<file path="config.mk">
export PLATFORM = sky130hd
export DESIGN_NAME = tag_table_fill_controller_flat
export DESIGN_NICKNAME = d
export VERILOG_FILES = /design/src/rtl/tag_table_fill_controller_if.sv /design/src/rtl/tag_table_fill_controller.sv /design/src/flat_wrapper.sv
export SDC_FILE = /design/constraint.sdc
export NUM_CORES = 1
export LEC_CHECK = 0
export ABC_CLOCK_PERIOD_IN_PS = 9000
export BUFFER_PORTS_ARGS = -buffer_cell sky130_fd_sc_hd__buf_4
export CELL_PAD_IN_SITES_DETAIL_PLACEMENT = 2
export CELL_PAD_IN_SITES_GLOBAL_PLACEMENT = 2
export CORE_MARGIN = 8
export CORE_UTILIZATION = 34
export CTS_CLUSTER_SIZE = 30
export DETAILED_ROUTE_END_ITERATION = 7
export PLACE_DENSITY = 0.8
export RECOVER_POWER = 50
export SLEW_MARGIN = 20
export SYNTH_ARGS = -nofsm -noshare
export SYNTH_HDL_FRONTEND = slang
export SYNTH_SLANG_ARGS = --single-unit
</file>
<file path="constraint.sdc">
create_clock -name clock_i -period 9 [get_ports clock_i]
set_input_delay 1.8 -clock clock_i [delete_from_list [all_inputs] [get_ports clock_i]]
set_output_delay 1.8 -clock clock_i [all_outputs]
set_load 0.01 [all_outputs]
</file>
<file path="src/rtl/tag_table_fill_controller_if.sv">
// Bundle between the miss FSM/tag table (master) and the fill controller (slave).
// Carries the allocate/flush handshake and the table write/remove port.
interface tag_table_fill_controller_if #(
   parameter int unsigned BW_TAG        = 22,
   parameter int unsigned BW_CACHE_ADDR = 7
);
   logic                     req_i;
   logic [BW_TAG-1:0]        req_tag_i;
   logic                     flush_i;
   logic                     busy_o;
   logic                     done_o;
   logic [BW_CACHE_ADDR-1:0] done_addr_o;
   logic                     evict_valid_o;
   logic [BW_TAG-1:0]        evict_tag_o;
   logic                     tbl_wren_o;
   logic                     tbl_rmen_o;
   logic [BW_CACHE_ADDR-1:0] tbl_addr_o;
   logic [BW_TAG-1:0]        tbl_tag_write_o;
   logic [BW_TAG-1:0]        tbl_tag_i;

   modport master (
      output req_i, req_tag_i, flush_i, tbl_tag_i,
      input  busy_o, done_o, done_addr_o, evict_valid_o, evict_tag_o,
             tbl_wren_o, tbl_rmen_o, tbl_addr_o, tbl_tag_write_o
   );

   modport slave (
      input  req_i, req_tag_i, flush_i, tbl_tag_i,
      output busy_o, done_o, done_addr_o, evict_valid_o, evict_tag_o,
             tbl_wren_o, tbl_rmen_o, tbl_addr_o, tbl_tag_write_o
   );
endinterface

</file>
<file path="src/rtl/tag_table_fill_controller.sv">
// Write-side controller for the fully associative tag table: picks a free or
// round-robin victim slot on a miss, reads back the victim tag, and flushes.
module tag_table_fill_controller #(
   parameter int unsigned BW_ADDR_SPACE        = 26,
   parameter int unsigned CACHE_BLOCK_CAPACITY = 128,
   parameter int unsigned WORDS_PER_BLOCK      = 16
) (
   input logic clock_i,
   input logic reset_i,
   tag_table_fill_controller_if.slave bus
);
   localparam int unsigned BW_CACHE_ADDR = $clog2(CACHE_BLOCK_CAPACITY);
   localparam int unsigned BW_TAG        = BW_ADDR_SPACE - $clog2(WORDS_PER_BLOCK);
   localparam logic [BW_CACHE_ADDR-1:0] LAST_SLOT = BW_CACHE_ADDR'(CACHE_BLOCK_CAPACITY - 1);

   typedef enum logic [2:0] {
      S_IDLE, S_ALLOC, S_EVICT, S_WRITE, S_DONE, S_FLUSH
   } state_t;

   state_t                          state_q, state_d;
   logic [CACHE_BLOCK_CAPACITY-1:0] mirror_q, mirror_d;
   logic [BW_CACHE_ADDR-1:0]        rr_ptr_q, rr_ptr_d;
   logic [BW_CACHE_ADDR-1:0]        slot_q, slot_d;
   logic [BW_CACHE_ADDR-1:0]        idx_q, idx_d;
   logic                            evict_q, evict_d;
   logic [BW_TAG-1:0]               cap_tag_q, cap_tag_d;
   logic [BW_TAG-1:0]               req_tag_q, req_tag_d;

   logic                            busy_q, busy_d;
   logic                            done_q, done_d;
   logic [BW_CACHE_ADDR-1:0]        done_addr_q, done_addr_d;
   logic                            evict_valid_q, evict_valid_d;
   logic [BW_TAG-1:0]               evict_tag_q, evict_tag_d;
   logic                            wren_q, wren_d;
   logic                            rmen_q, rmen_d;
   logic [BW_CACHE_ADDR-1:0]        addr_q, addr_d;
   logic [BW_TAG-1:0]               tag_write_q, tag_write_d;

   logic                            free_found;
   logic [BW_CACHE_ADDR-1:0]        free_idx;

   // Lowest-index free slot: scan downward so the last hit is the lowest index.
   always_comb begin
      free_found = 1'b0;
      free_idx   = '0;
      for (int i = int'(CACHE_BLOCK_CAPACITY) - 1; i >= 0; i--) begin
         if (!mirror_q[i]) begin
            free_found = 1'b1;
            free_idx   = BW_CACHE_ADDR'(i);
         end
      end
   end

   always_comb begin
      state_d       = state_q;
      mirror_d      = mirror_q;
      rr_ptr_d      = rr_ptr_q;
      slot_d        = slot_q;
      idx_d         = idx_q;
      evict_d       = evict_q;
      cap_tag_d     = cap_tag_q;
      req_tag_d     = req_tag_q;
      busy_d        = 1'b0;
      done_d        = 1'b0;
      done_addr_d   = '0;
      evict_valid_d = 1'b0;
      evict_tag_d   = '0;
      wren_d        = 1'b0;
      rmen_d        = 1'b0;
      addr_d        = '0;
      tag_write_d   = '0;

      unique case (state_q)
         S_IDLE: begin
            if (bus.flush_i) begin
               state_d = S_FLUSH;
               idx_d   = '0;
            end else if (bus.req_i) begin
               state_d   = S_ALLOC;
               req_tag_d = bus.req_tag_i;
            end
         end
         S_ALLOC: begin
            if (free_found) begin
               slot_d  = free_idx;
               evict_d = 1'b0;
               state_d = S_WRITE;
            end else begin
               slot_d  = rr_ptr_q;
               evict_d = 1'b1;
               state_d = S_EVICT;
            end
         end
         S_EVICT: begin
            cap_tag_d        = bus.tbl_tag_i;
            mirror_d[slot_q] = 1'b0;
            rr_ptr_d         = (rr_ptr_q == LAST_SLOT) ? '0 : rr_ptr_q + BW_CACHE_ADDR'(1);
            state_d          = S_WRITE;
         end
         S_WRITE: begin
            mirror_d[slot_q] = 1'b1;
            state_d          = S_DONE;
         end
         S_DONE: state_d = S_IDLE;
         S_FLUSH: begin
            if (idx_q == LAST_SLOT) begin
               mirror_d = '0;
               rr_ptr_d = '0;
               slot_d   = '0;
               evict_d  = 1'b0;
               state_d  = S_DONE;
            end else begin
               idx_d = idx_q + BW_CACHE_ADDR'(1);
            end
         end
         default: state_d = S_IDLE;
      endcase

      // Outputs are decoded from the next state so they register in step with it.
      busy_d = (state_d != S_IDLE);
      unique case (state_d)
         S_EVICT: begin
            rmen_d = 1'b1;
            addr_d = slot_d;
         end
         S_WRITE: begin
            wren_d      = 1'b1;
            addr_d      = slot_d;
            tag_write_d = req_tag_d;
         end
         S_FLUSH: begin
            rmen_d = 1'b1;
            addr_d = idx_d;
         end
         S_DONE: begin
            done_d        = 1'b1;
            done_addr_d   = slot_d;
            evict_valid_d = evict_d;
            evict_tag_d   = cap_tag_d;
         end
         default: ;
      endcase
   end

   always_ff @(posedge clock_i or posedge reset_i) begin
      if (reset_i) begin
         state_q       <= S_IDLE;
         mirror_q      <= '0;
         rr_ptr_q      <= '0;
         slot_q        <= '0;
         idx_q         <= '0;
         evict_q       <= 1'b0;
         cap_tag_q     <= '0;
         req_tag_q     <= '0;
         busy_q        <= 1'b0;
         done_q        <= 1'b0;
         done_addr_q   <= '0;
         evict_valid_q <= 1'b0;
         evict_tag_q   <= '0;
         wren_q        <= 1'b0;
         rmen_q        <= 1'b0;
         addr_q        <= '0;
         tag_write_q   <= '0;
      end else begin
         state_q       <= state_d;
         mirror_q      <= mirror_d;
         rr_ptr_q      <= rr_ptr_d;
         slot_q        <= slot_d;
         idx_q         <= idx_d;
         evict_q       <= evict_d;
         cap_tag_q     <= cap_tag_d;
         req_tag_q     <= req_tag_d;
         busy_q        <= busy_d;
         done_q        <= done_d;
         done_addr_q   <= done_addr_d;
         evict_valid_q <= evict_valid_d;
         evict_tag_q   <= evict_tag_d;
         wren_q        <= wren_d;
         rmen_q        <= rmen_d;
         addr_q        <= addr_d;
         tag_write_q   <= tag_write_d;
      end
   end

   assign bus.busy_o          = busy_q;
   assign bus.done_o          = done_q;
   assign bus.done_addr_o     = done_addr_q;
   assign bus.evict_valid_o   = evict_valid_q;
   assign bus.evict_tag_o     = evict_tag_q;
   assign bus.tbl_wren_o      = wren_q;
   assign bus.tbl_rmen_o      = rmen_q;
   assign bus.tbl_addr_o      = addr_q;
   assign bus.tbl_tag_write_o = tag_write_q;
endmodule

</file>
<file path="src/flat_wrapper.sv">
// flat-port wrapper written by rule: the top's interface ports become plain ports
module tag_table_fill_controller_flat 
#(
   parameter int unsigned BW_ADDR_SPACE        = 26,
   parameter int unsigned CACHE_BLOCK_CAPACITY = 128,
   parameter int unsigned WORDS_PER_BLOCK      = 16
)
  (clock_i, reset_i, bus_req_i, bus_req_tag_i, bus_flush_i, bus_tbl_tag_i, bus_busy_o, bus_done_o, bus_done_addr_o, bus_evict_valid_o, bus_evict_tag_o, bus_tbl_wren_o, bus_tbl_rmen_o, bus_tbl_addr_o, bus_tbl_tag_write_o);
  tag_table_fill_controller_if #(.BW_TAG((22)), .BW_CACHE_ADDR((7))) bus_i ();
  input logic clock_i;
  input logic reset_i;
  input wire logic [$bits(bus_i.req_i)-1:0] bus_req_i;
  input wire logic [$bits(bus_i.req_tag_i)-1:0] bus_req_tag_i;
  input wire logic [$bits(bus_i.flush_i)-1:0] bus_flush_i;
  input wire logic [$bits(bus_i.tbl_tag_i)-1:0] bus_tbl_tag_i;
  output wire logic [$bits(bus_i.busy_o)-1:0] bus_busy_o;
  output wire logic [$bits(bus_i.done_o)-1:0] bus_done_o;
  output wire logic [$bits(bus_i.done_addr_o)-1:0] bus_done_addr_o;
  output wire logic [$bits(bus_i.evict_valid_o)-1:0] bus_evict_valid_o;
  output wire logic [$bits(bus_i.evict_tag_o)-1:0] bus_evict_tag_o;
  output wire logic [$bits(bus_i.tbl_wren_o)-1:0] bus_tbl_wren_o;
  output wire logic [$bits(bus_i.tbl_rmen_o)-1:0] bus_tbl_rmen_o;
  output wire logic [$bits(bus_i.tbl_addr_o)-1:0] bus_tbl_addr_o;
  output wire logic [$bits(bus_i.tbl_tag_write_o)-1:0] bus_tbl_tag_write_o;
  assign bus_i.req_i = bus_req_i;
  assign bus_i.req_tag_i = bus_req_tag_i;
  assign bus_i.flush_i = bus_flush_i;
  assign bus_i.tbl_tag_i = bus_tbl_tag_i;
  assign bus_busy_o = bus_i.busy_o;
  assign bus_done_o = bus_i.done_o;
  assign bus_done_addr_o = bus_i.done_addr_o;
  assign bus_evict_valid_o = bus_i.evict_valid_o;
  assign bus_evict_tag_o = bus_i.evict_tag_o;
  assign bus_tbl_wren_o = bus_i.tbl_wren_o;
  assign bus_tbl_rmen_o = bus_i.tbl_rmen_o;
  assign bus_tbl_addr_o = bus_i.tbl_addr_o;
  assign bus_tbl_tag_write_o = bus_i.tbl_tag_write_o;
  tag_table_fill_controller #(.BW_ADDR_SPACE(BW_ADDR_SPACE), .CACHE_BLOCK_CAPACITY(CACHE_BLOCK_CAPACITY), .WORDS_PER_BLOCK(WORDS_PER_BLOCK)) u_core (.clock_i(clock_i), .reset_i(reset_i), .bus(bus_i));
endmodule
</file>
==> reports/results.ini, run 1 <==
[synthesis]
synth.distinct_cells = 69
synth-compound-area-share = 0.190
syn_area_um2 = 12500
syn_avg_cell_area_um2 = 9.20
synth_xor_xnor_area_share = 0.00210
synthCells = 1357
synth.area.mux_share = 0.0214
syn_nets = 1407
synth_top_family_by_area = simple AND/OR/NAND/NOR gates
yosys.area_share.simple = 0.227
ys_seq_area_frac = 0.521
synth_adder_area_share = 0.00200
ys_ff_latch = 260
synthArstFlopShare = 1.00
ys.flop_type = dfrtp_1
synth_edf_count = 0
synth_warnings = 0

[sta]
min_period_ps = 5520
finalMaxSlewViolations = 156
setup_slack_ps = 3480
relSlewSlack = -2.74
timing.fmax_mhz = 181
fin_crit_sh = 0.613
rsz0062_at_grt = no
setup_violations = 0
setup_tns_ps = 0
skew_ps = 28.8
tightest_slew_ps = 5610
hold_viol = 0

[final_layout]
area_delta_synth_final_pct = 17.7
final_common_cell = dfrtp_1
drive_gt1_frac = 0.146
antenna_cells = 0
final_cell_mix = 260 x dfrtp_1, 174 x o21ai_0, 171 x a21oi_1
nets = 1491

[clock_network]
cts-htree-levels = 1
cts_setup_buffers = 0
cts_max_path_buffers = 3
clk_latency_ps = 600
cts_resized = 0
cts_sinks = 260
numCtsBuffers = 31
clk_pin_slew_ps = 60
tritoncts = yes
root_buffer = clkbuf_16
cts_hold_buf = 0

[placement]
port_buffers = 110
hpwl_um = 31900
gp_congestion = 0.858
dp_slack_ps = 5070

[worst_setup_path]
cp-start-kind = input pin
rr_worst_depth = 9
cp_num_buf_inv = 2
crit_path_top_delay_cell = clkinvlp_2
crit-reg2reg-launch = u_core.idx_q[0]
cp_top_family = buffers and inverters
cpPeakStageDelay_ps = 3060
critPathRequiredTime_ps = 8650
critPathKind = in2async
crit_fanout = 118
crit_chain = clkbuf_4 -> clkinvlp_2
endpoint_kind = asynchronous set/reset pin
rrSetupSlack_ps = 3550
r2r_end = u_core.mirror_q[107]
cp.arrival_ps = 5160

[outcome]
failed_checks = max-capacitance violations, max-slew violations
outcome = finished, violations left

[global_routing]
grt_pass1_wl_um = 78200
grt_max_degree = 144
grt_use_total = 0.227
grt_pass1_vias = 12700
grt_remaining_overflow = 0
antenna_found_initial = 0

[floorplan]
die-area_um2 = 43100
row_count = 70
io_pins = 111
core-area_um2 = 36300
initial_core_util = 0.343
die_w_um = 208
chipHeight_um = 208

[drt]
drc = 0
dr.pass1.iters = 5
vias = 11500
drt_iter0_drc = 705
routed_wl_um = 49500
via_per_inst = 5.97
ant_nets = 0
wl_per_cell_um = 25.6

[power_and_ir_drop]
p_per_area_nw_per_um2 = 170
peakVddDrop_v = 0.000144
p_leak_nw = 6.24

[worst_hold_path]
hold_start = u_core.cap_tag_q[14]
hold_depth = 2
min_path_type = reg2reg
min_to = u_core.cap_tag_q[14]

[run]
maxCapViolations = 2

[per-stage QoR]
stage | utilization | hold WS (ps) | cells | area [um^2] | power [W]
after CTS | 0.406 | 469 | 1931 | 14700 | 0.00254
after global routing | 0.404 | 494 | 1931 | 14700 | 0.00258
after global placement | 0.376 | 446 | 1875 | 13700 | 0.00123
final | 0.404 | 464 | 1931 | 14700 | 0.00251
after floorplan | - | 434 | 1357 | 12500 | 0.00121
after detailed placement | 0.377 | 454 | 1876 | 13700 | 0.00123
[area by class of cell]
type | instances | area [um^2]
Fill cell | 3926 | 21700
Sequential cell | 260 | 6510
Multi-Input combinational cell | 990 | 5500
Timing Repair Buffer | 121 | 925
Clock buffer | 43 | 881
Tap cell | 468 | 586
Clock inverter | 12 | 156
Inverter | 37 | 140
[worst max path at each step]
| stage | depth (start not counted) | from | endpoint | slack (ps) |
|---|---|---|---|---|
| 4_1_cts | 9 | u_core.idx_q[0] | u_core.mirror_q[83] | 5040 |
| 3_5_place_dp | 9 | u_core.idx_q[0] | u_core.mirror_q[83] | 5070 |
| 2_1_floorplan | 1 | reset_i | u_core.bus.busy_o | 40 |
| 5_1_grt | 2 | reset_i | u_core.bus.evict_tag_o[9] | 2650 |
| 6_report | 2 | reset_i | u_core.bus.evict_tag_o[7] | 3480 |
| 3_3_place_gp | 9 | u_core.idx_q[0] | u_core.mirror_q[83] | 5180 |
[tightest hold or removal path: stages (launching register included)]
cell and delay [ps]:
dfrtp_1 320, nand2_1 40, nand2_1 70
[cell usage after synthesis (5+ instances only)]
library cell | instances | area share
dfrtp_1 | 260 | 0.52
o21ai_0 | 173 | 0.069
a21oi_1 | 171 | 0.069
nand2_1 | 165 | 0.050
nand3_1 | 143 | 0.057
nor2b_1 | 56 | 0.028
nand4_1 | 44 | 0.022
nor2_1 | 44 | 0.013
clkbuf_1 | 43 | 0.013
inv_1 | 35 | 0.011
mux2_2 | 22 | 0.020
a31oi_1 | 14 | 0.0070
nor3_1 | 13 | 0.0052
buf_2 | 12 | 0.0048
nand2b_1 | 11 | 0.0055
nand4_2 | 8 | 0.0080
and2_1 | 7 | 0.0035
o31ai_1 | 7 | 0.0042
a21o_1 | 5 | 0.0030
a22o_1 | 5 | 0.0035
a41oi_1 | 5 | 0.0035
buf_1 | 5 | 0.0015
nor4_2 | 5 | 0.0050
o221ai_1 | 5 | 0.0035
[power breakdown]
group / switching (W) / internal, W / total, W / leakage (nW)
clock: 0.000527 / 0.000768 / 0.00129 / 0.513
sequential: 0 / 0.00117 / 0.00117 / 3.49
combinational: 0.0000268 / 0.0000140 / 0.0000408 / 2.24
[state kept, by name, summed over array words and instances, names as in the netlist]
name,cells
u_core.bus.evict_valid_o,1
u_core.bus.tbl_addr_o,7
u_core.bus.done_addr_o,7
u_core.bus.busy_o,1
u_core.rr_ptr_q,7
u_core.bus.tbl_wren_o,1
u_core.cap_tag_q,22
u_core.bus.tbl_tag_write_o,22
u_core.state_q,3
u_core.req_tag_q,22
u_core.bus.tbl_rmen_o,1
u_core.bus.done_o,1
u_core.mirror_q,128
u_core.bus.evict_tag_o,22
u_core.idx_q,7
u_core.evict_q,1
u_core.slot_q,7
[per-layer routing]
| metal | global-route usage | vias to the layer above | share of wire |
|---|---|---|---|
| met3 | 0.0495 | 90 | 0.062 |
| met5 | 0 | - | 0 |
| met1 | 0.297 | 6066 | 0.43 |
| met4 | 0.0707 | 0 | 0.029 |
| li1 | - | 5049 | - |
| met2 | 0.372 | 326 | 0.47 |
[kinds of logic (layout without fill, tap and decap cells)]
group / count (synthesis) / count (layout)
compound gates: 425 / 425
simple gates: 536 / 536
mux: 24 / 24
buf+inv: 107 / 213
fa+ha+maj: 2 / 2
flops: 260 / 260
xor+xnor: 3 / 3
(Power assumes the default switching activity.)
==> run 2: changes to the inputs <==
- ABC_CLOCK_PERIOD_IN_PS: 9000 -> 4990
- clock period: 9 -> 4.99 ns (I/O delays scaled with it)
==> reports/results.ini, run 2 (synthesized netlist as in run 1, its figures left out) <==
[floorplan]
core-area_um2 = 36300
die-area_um2 = 43100
die_w_um = 208
chipHeight_um = 208
row_count = 70
io_pins = 111
initial_core_util = 0.343

[worst_setup_path]
crit_fanout = 21
cp-start-kind = flop
endpoint_kind = flop
critPathKind = reg2reg
rr_worst_depth = 8
cp.arrival_ps = 4120
r2r_end = u_core.mirror_q[126]
rrSetupSlack_ps = 1270
critPathRequiredTime_ps = 5380
crit-reg2reg-launch = u_core.idx_q[0]

[power_and_ir_drop]
peakVddDrop_v = 0.000255
p_leak_nw = 6.26
p_per_area_nw_per_um2 = 300

[worst_hold_path]
min_path_type = reg2reg
hold_start = u_core.cap_tag_q[18]
hold_depth = 2
min_to = u_core.cap_tag_q[18]

[sta]
finalMaxSlewViolations = 108
fin_crit_sh = 0.746
setup_tns_ps = 0
min_period_ps = 3720
hold_ws_ps = 462
setup_violations = 0
relSlewSlack = -0.763
skew_ps = 7.33
tightest_slew_ps = 2650
timing.fmax_mhz = 269
hold_viol = 0
rsz0062_at_grt = no

[drt]
ant_nets = 0
drc = 0
drt_iter0_drc = 637
wl_per_cell_um = 25.0
dr.pass1.iters = 5
via_per_inst = 5.93
vias = 11500
routed_wl_um = 48400

[final_layout]
final_util = 0.404
final_cell_mix = 260 x dfrtp_1, 173 x o21ai_0, 171 x a21oi_1
area_delta_synth_final_pct = 17.7
regMostFlops = u_core.mirror_q
fin_area_um2 = 14700
nets = 1494
drive_gt1_frac = 0.152
final_common_cell = dfrtp_1
antenna_cells = 0
largest_reg_flops = 128

[clock_network]
root_buffer = clkbuf_16
tritoncts = yes
cts_max_path_buffers = 3
cts_setup_buffers = 0
clk_pin_slew_ps = 60
cts_sinks = 260
numCtsBuffers = 31
cts-htree-levels = 1
cts_resized = 0
cts_hold_buf = 0
clk_latency_ps = 560

[global_routing]
grt_pass1_wl_um = 77000
antenna_found_initial = 0
grt_use_total = 0.222
grt_max_degree = 154
grt_pass1_vias = 12700
grt_remaining_overflow = 0

[placement]
placed_area_um2 = 13700
hpwl_um = 32000
port_buffers = 110
gp_congestion = 0.864

[outcome]
outcome = finished, violations left
failed_checks = max-capacitance violations, max-slew violations

[run]
maxCapViolations = 1

-- run 2: changes by cell type in the layout (fill, tap and decap cells not counted), sizes merged --
cell / before / now
inv: 38 / 36
clkinvlp: 2 / 3
clkinv: 6 / 10
clkbuf: 45 / 44
-- run 2: final cells by class --
| cell class | count | area, um^2 |
|---|---|---|
| Multi-Input combinational cell | 990 | 5540 |
| Fill cell | 3952 | 21700 |
| Sequential cell | 260 | 6510 |
| Timing Repair Buffer | 124 | 937 |
| Inverter | 37 | 140 |
| Clock inverter | 15 | 155 |
| Tap cell | 468 | 586 |
| Clock buffer | 39 | 826 |
-- run 2: where the power goes --
| part | leakage, nW | internal, W | total [W] | switching, W |
|---|---|---|---|---|
| Clock | 0.485 | 0.00131 | 0.00223 | 0.000918 |
| Combinational | 2.29 | 0.0000251 | 0.0000731 | 0.0000480 |
| Sequential | 3.49 | 0.00211 | 0.00211 | 0 |
-- run 2: worst max-delay path, cell delays in order (launching register included) --
cell and delay [ps]:
dfrtp_1 400, ha_1 190, nand2_1 80, nor3_1 330, nand2_1 590, a21oi_2 540, nand3_1 770, o21ai_0 510
a21oi_1 130
-- run 2: routing by layer --
metal	part of all wire	GRT usage
met2	0.48	0.366
met3	0.057	0.0448
met5	0	0
met1	0.44	0.291
met4	0.029	0.0666
-- run 2: worst max-delay path by stage --
stage / from / to / depth (start not counted)
4_1_cts: u_core.idx_q[0] / u_core.mirror_q[26] / 8
5_1_grt: u_core.idx_q[0] / u_core.mirror_q[126] / 8
2_1_floorplan: reset_i / u_core.bus.busy_o / 1
3_3_place_gp: u_core.idx_q[0] / u_core.mirror_q[82] / 8
6_report: u_core.idx_q[0] / u_core.mirror_q[126] / 8
3_5_place_dp: u_core.idx_q[0] / u_core.mirror_q[26] / 8
-- run 2: stage by stage --
stage          setup WS (ps)  cells  power (W)
2_1_floorplan            564   1357    0.00218
3_3_place_gp            1470   1878    0.00222
3_5_place_dp            1240   1878    0.00223
4_1_cts                 1190   1932    0.00448
5_1_grt                 1030   1933    0.00455
6_report                1270   1933    0.00441
==> run 3: changes to the inputs <==
- ABC_AREA: default -> 1
- ABC_CLOCK_PERIOD_IN_PS: 4990 -> 3300
- CORE_UTILIZATION: 34 -> 32
- PLACE_DENSITY: 0.8 -> 0.79
- clock period: 4.99 -> 3.3 ns (I/O delays scaled with it)
==> reports/results.ini, run 3 <==
[outcome]
outcome = finished, violations left
failed_checks = max-capacitance violations, max-slew violations, negative setup slack

[clock_network]
cts_hold_buf = 0
clk_latency_ps = 600
root_buffer = clkbuf_16
cts_max_path_buffers = 3
numCtsBuffers = 31
clk_pin_slew_ps = 60
tritoncts = yes
cts-htree-levels = 1
cts_sinks = 260

[drt]
dr.pass1.iters = 4
via_per_inst = 5.20
routed_wl_um = 46900
vias = 11600
ant_nets = 0
drc = 0
drt_iter0_drc = 535
wl_per_cell_um = 21.0

[worst_setup_path]
cpPeakStageDelay_ps = 370
rrSetupSlack_ps = -4200
cp_top_family = simple AND/OR/NAND/NOR gates
endpoint_kind = flop
critPathRequiredTime_ps = 3790
cp-start-kind = flop
cp_num_buf_inv = 1
crit_path_top_delay_cell = dfrtp_1
r2r_end = u_core.bus.tbl_addr_o[0]
crit-reg2reg-launch = u_core.mirror_q[127]
crit_fanout = 2
critPathKind = reg2reg
cpMostUsedCell = nand2_1
cp.arrival_ps = 7990
rr_worst_depth = 129

[synthesis]
ys_ff_latch = 260
synthMostInstantiatedCell = nand2_1
synth_commonest_cells = 358 x nand2_1, 260 x dfrtp_1, 169 x inv_1
syn_nets = 1538
yosysTopAreaCellShare = 0.534
ys_seq_area_frac = 0.534
yosysTopAreaCell = dfrtp_1
ys.flop_type = dfrtp_1
synth.distinct_cells = 30
synthCells = 1488
ys_top_cells_by_area = dfrtp_1 53%, nand2_1 11%, a21oi_1 6.2%, o21ai_0 5.3%, inv_1 5.2%
syn_area_um2 = 12200
synth_warnings = 0
synth_edf_count = 0
synthArstFlopShare = 1.00
syn_avg_cell_area_um2 = 8.19

[sta]
tightest_slew_ps = 1770
hold_viol = 0
timing.fmax_mhz = 133
fin_crit_sh = 2.27
skew_ps = 17.0
setup_tns_ps = -18040
min_period_ps = 7500
setup_violations = 14
finalMaxSlewViolations = 207
hold_ws_ps = 267
rsz0062_at_grt = yes
relSlewSlack = -0.177
setup_slack_ps = -4200

[final_layout]
final_cell_mix = 353 x nand2_1, 260 x dfrtp_1, 219 x buf_4
antenna_cells = 0
final_common_cell = nand2_1
drive_gt1_frac = 0.189
regMostFlops = u_core.mirror_q
largest_reg_flops = 128
nets = 1753
fill_cells = 4240
area_delta_synth_final_pct = 26.9

[power_and_ir_drop]
p_per_area_nw_per_um2 = 667
switchingPower_w = 0.00362
p_int_w = 0.00670
pwr-share-seq = 0.400
p_leak_nw = 7.48
pwr-share-clk = 0.329
p_sw_frac = 0.351
peakVddDrop_v = 0.000463
p_comb_frac = 0.271

[worst_hold_path]
min_path_type = in2async

[global_routing]
grt_use_total = 0.211
grt_pass1_wl_um = 75300
grt_max_degree = 113
grt_remaining_overflow = 0
antenna_found_initial = 0
grt_pass1_vias = 13500

[floorplan]
row_count = 71
die-area_um2 = 44600
core-area_um2 = 37600
initial_core_util = 0.324
io_pins = 111
chipHeight_um = 211
die_w_um = 211

[placement]
gp_congestion = 0.806
hpwl_um = 32000
port_buffers = 110

[run]
maxCapViolations = 3

[run 3: cell count changes after synthesis, moves of 24 or more]
cell	before	now
nand3_1	143	19
nand2_1	165	358
inv_1	35	169
nor3_1	13	37
nor2_1	44	156
o21ai_0	173	128
nor2b_1	56	0
nand4_1	44	18
a311oi_1	2	34
[run 3: cells by family after synthesis]
family | count (synthesis) | share of synthesized area
buf+inv | 229 | 0.0705
flops | 260 | 0.534
fa+ha+maj | 2 | 0.00205
compound gates | 372 | 0.175
simple gates | 603 | 0.198
mux | 22 | 0.0203
[run 3: layout make-up]
cell class / count / area [um^2] / area share
clock buffer: 46 / 902 / 0.0583
clock inverter: 9 / 91.3 / 0.00590
inverter: 171 / 647 / 0.0418
multi-input combinational: 999 / 4940 / 0.319
sequential: 260 / 6510 / 0.421
tap: 511 / 639 / 0.0413
timing repair buffer: 240 / 1750 / 0.113
[run 3: per-layer routing]
layer,vias to the layer above,GRT usage,part of all wire
met4,0,0.0630,0.022
met5,-,0,0
li1,5343,-,-
met3,80,0.0485,0.055
met2,197,0.373,0.51
met1,6002,0.253,0.41
[run 3: worst max-delay path by stage]
| stage | cells after the start | to | start | slack (ps) |
|---|---|---|---|---|
| CTS | 129 | u_core.bus.tbl_addr_o[0] | u_core.mirror_q[127] | -4300 |
| detailed placement | 129 | u_core.bus.tbl_addr_o[0] | u_core.mirror_q[127] | -4130 |
| global placement | 129 | u_core.bus.tbl_addr_o[0] | u_core.mirror_q[127] | -3550 |
| global route | 129 | u_core.bus.tbl_addr_o[0] | u_core.mirror_q[127] | -5490 |
| floorplan | 129 | u_core.bus.tbl_addr_o[0] | u_core.mirror_q[127] | -2710 |
| finish | 129 | u_core.bus.tbl_addr_o[0] | u_core.mirror_q[127] | -4200 |
[run 3: power by group through the flow]
stage	logic [W]	registers, W	clock network [W]
floorplan	0.00136	0.00421	0
global placement	0.00264	0.00413	0
detailed placement	0.00280	0.00417	0
CTS	0.00289	0.00414	0.00348
global route	0.00307	0.00419	0.00359
finish	0.00280	0.00413	0.00339
[run 3: metrics by stage]
step                      total power (W)  area [um^2]  instances  setup WS (ps)   util
after global placement            0.00677        14400       2176          -3550  0.384
final                              0.0103        15500       2236          -4200  0.412
after global routing               0.0108        15500       2236          -5490  0.412
after floorplan                   0.00557        12200       1488          -2710      -
after CTS                          0.0105        15500       2235          -4300  0.413
after detailed placement          0.00697        14400       2176          -4130  0.384
[run 3: repair_timing]
action	4_1_cts	5_1_grt
gates resized for setup	22	6
cloned	0	0
pin swaps	16	11
endpoints found under the setup margin	34	39
setup buffers	5	2
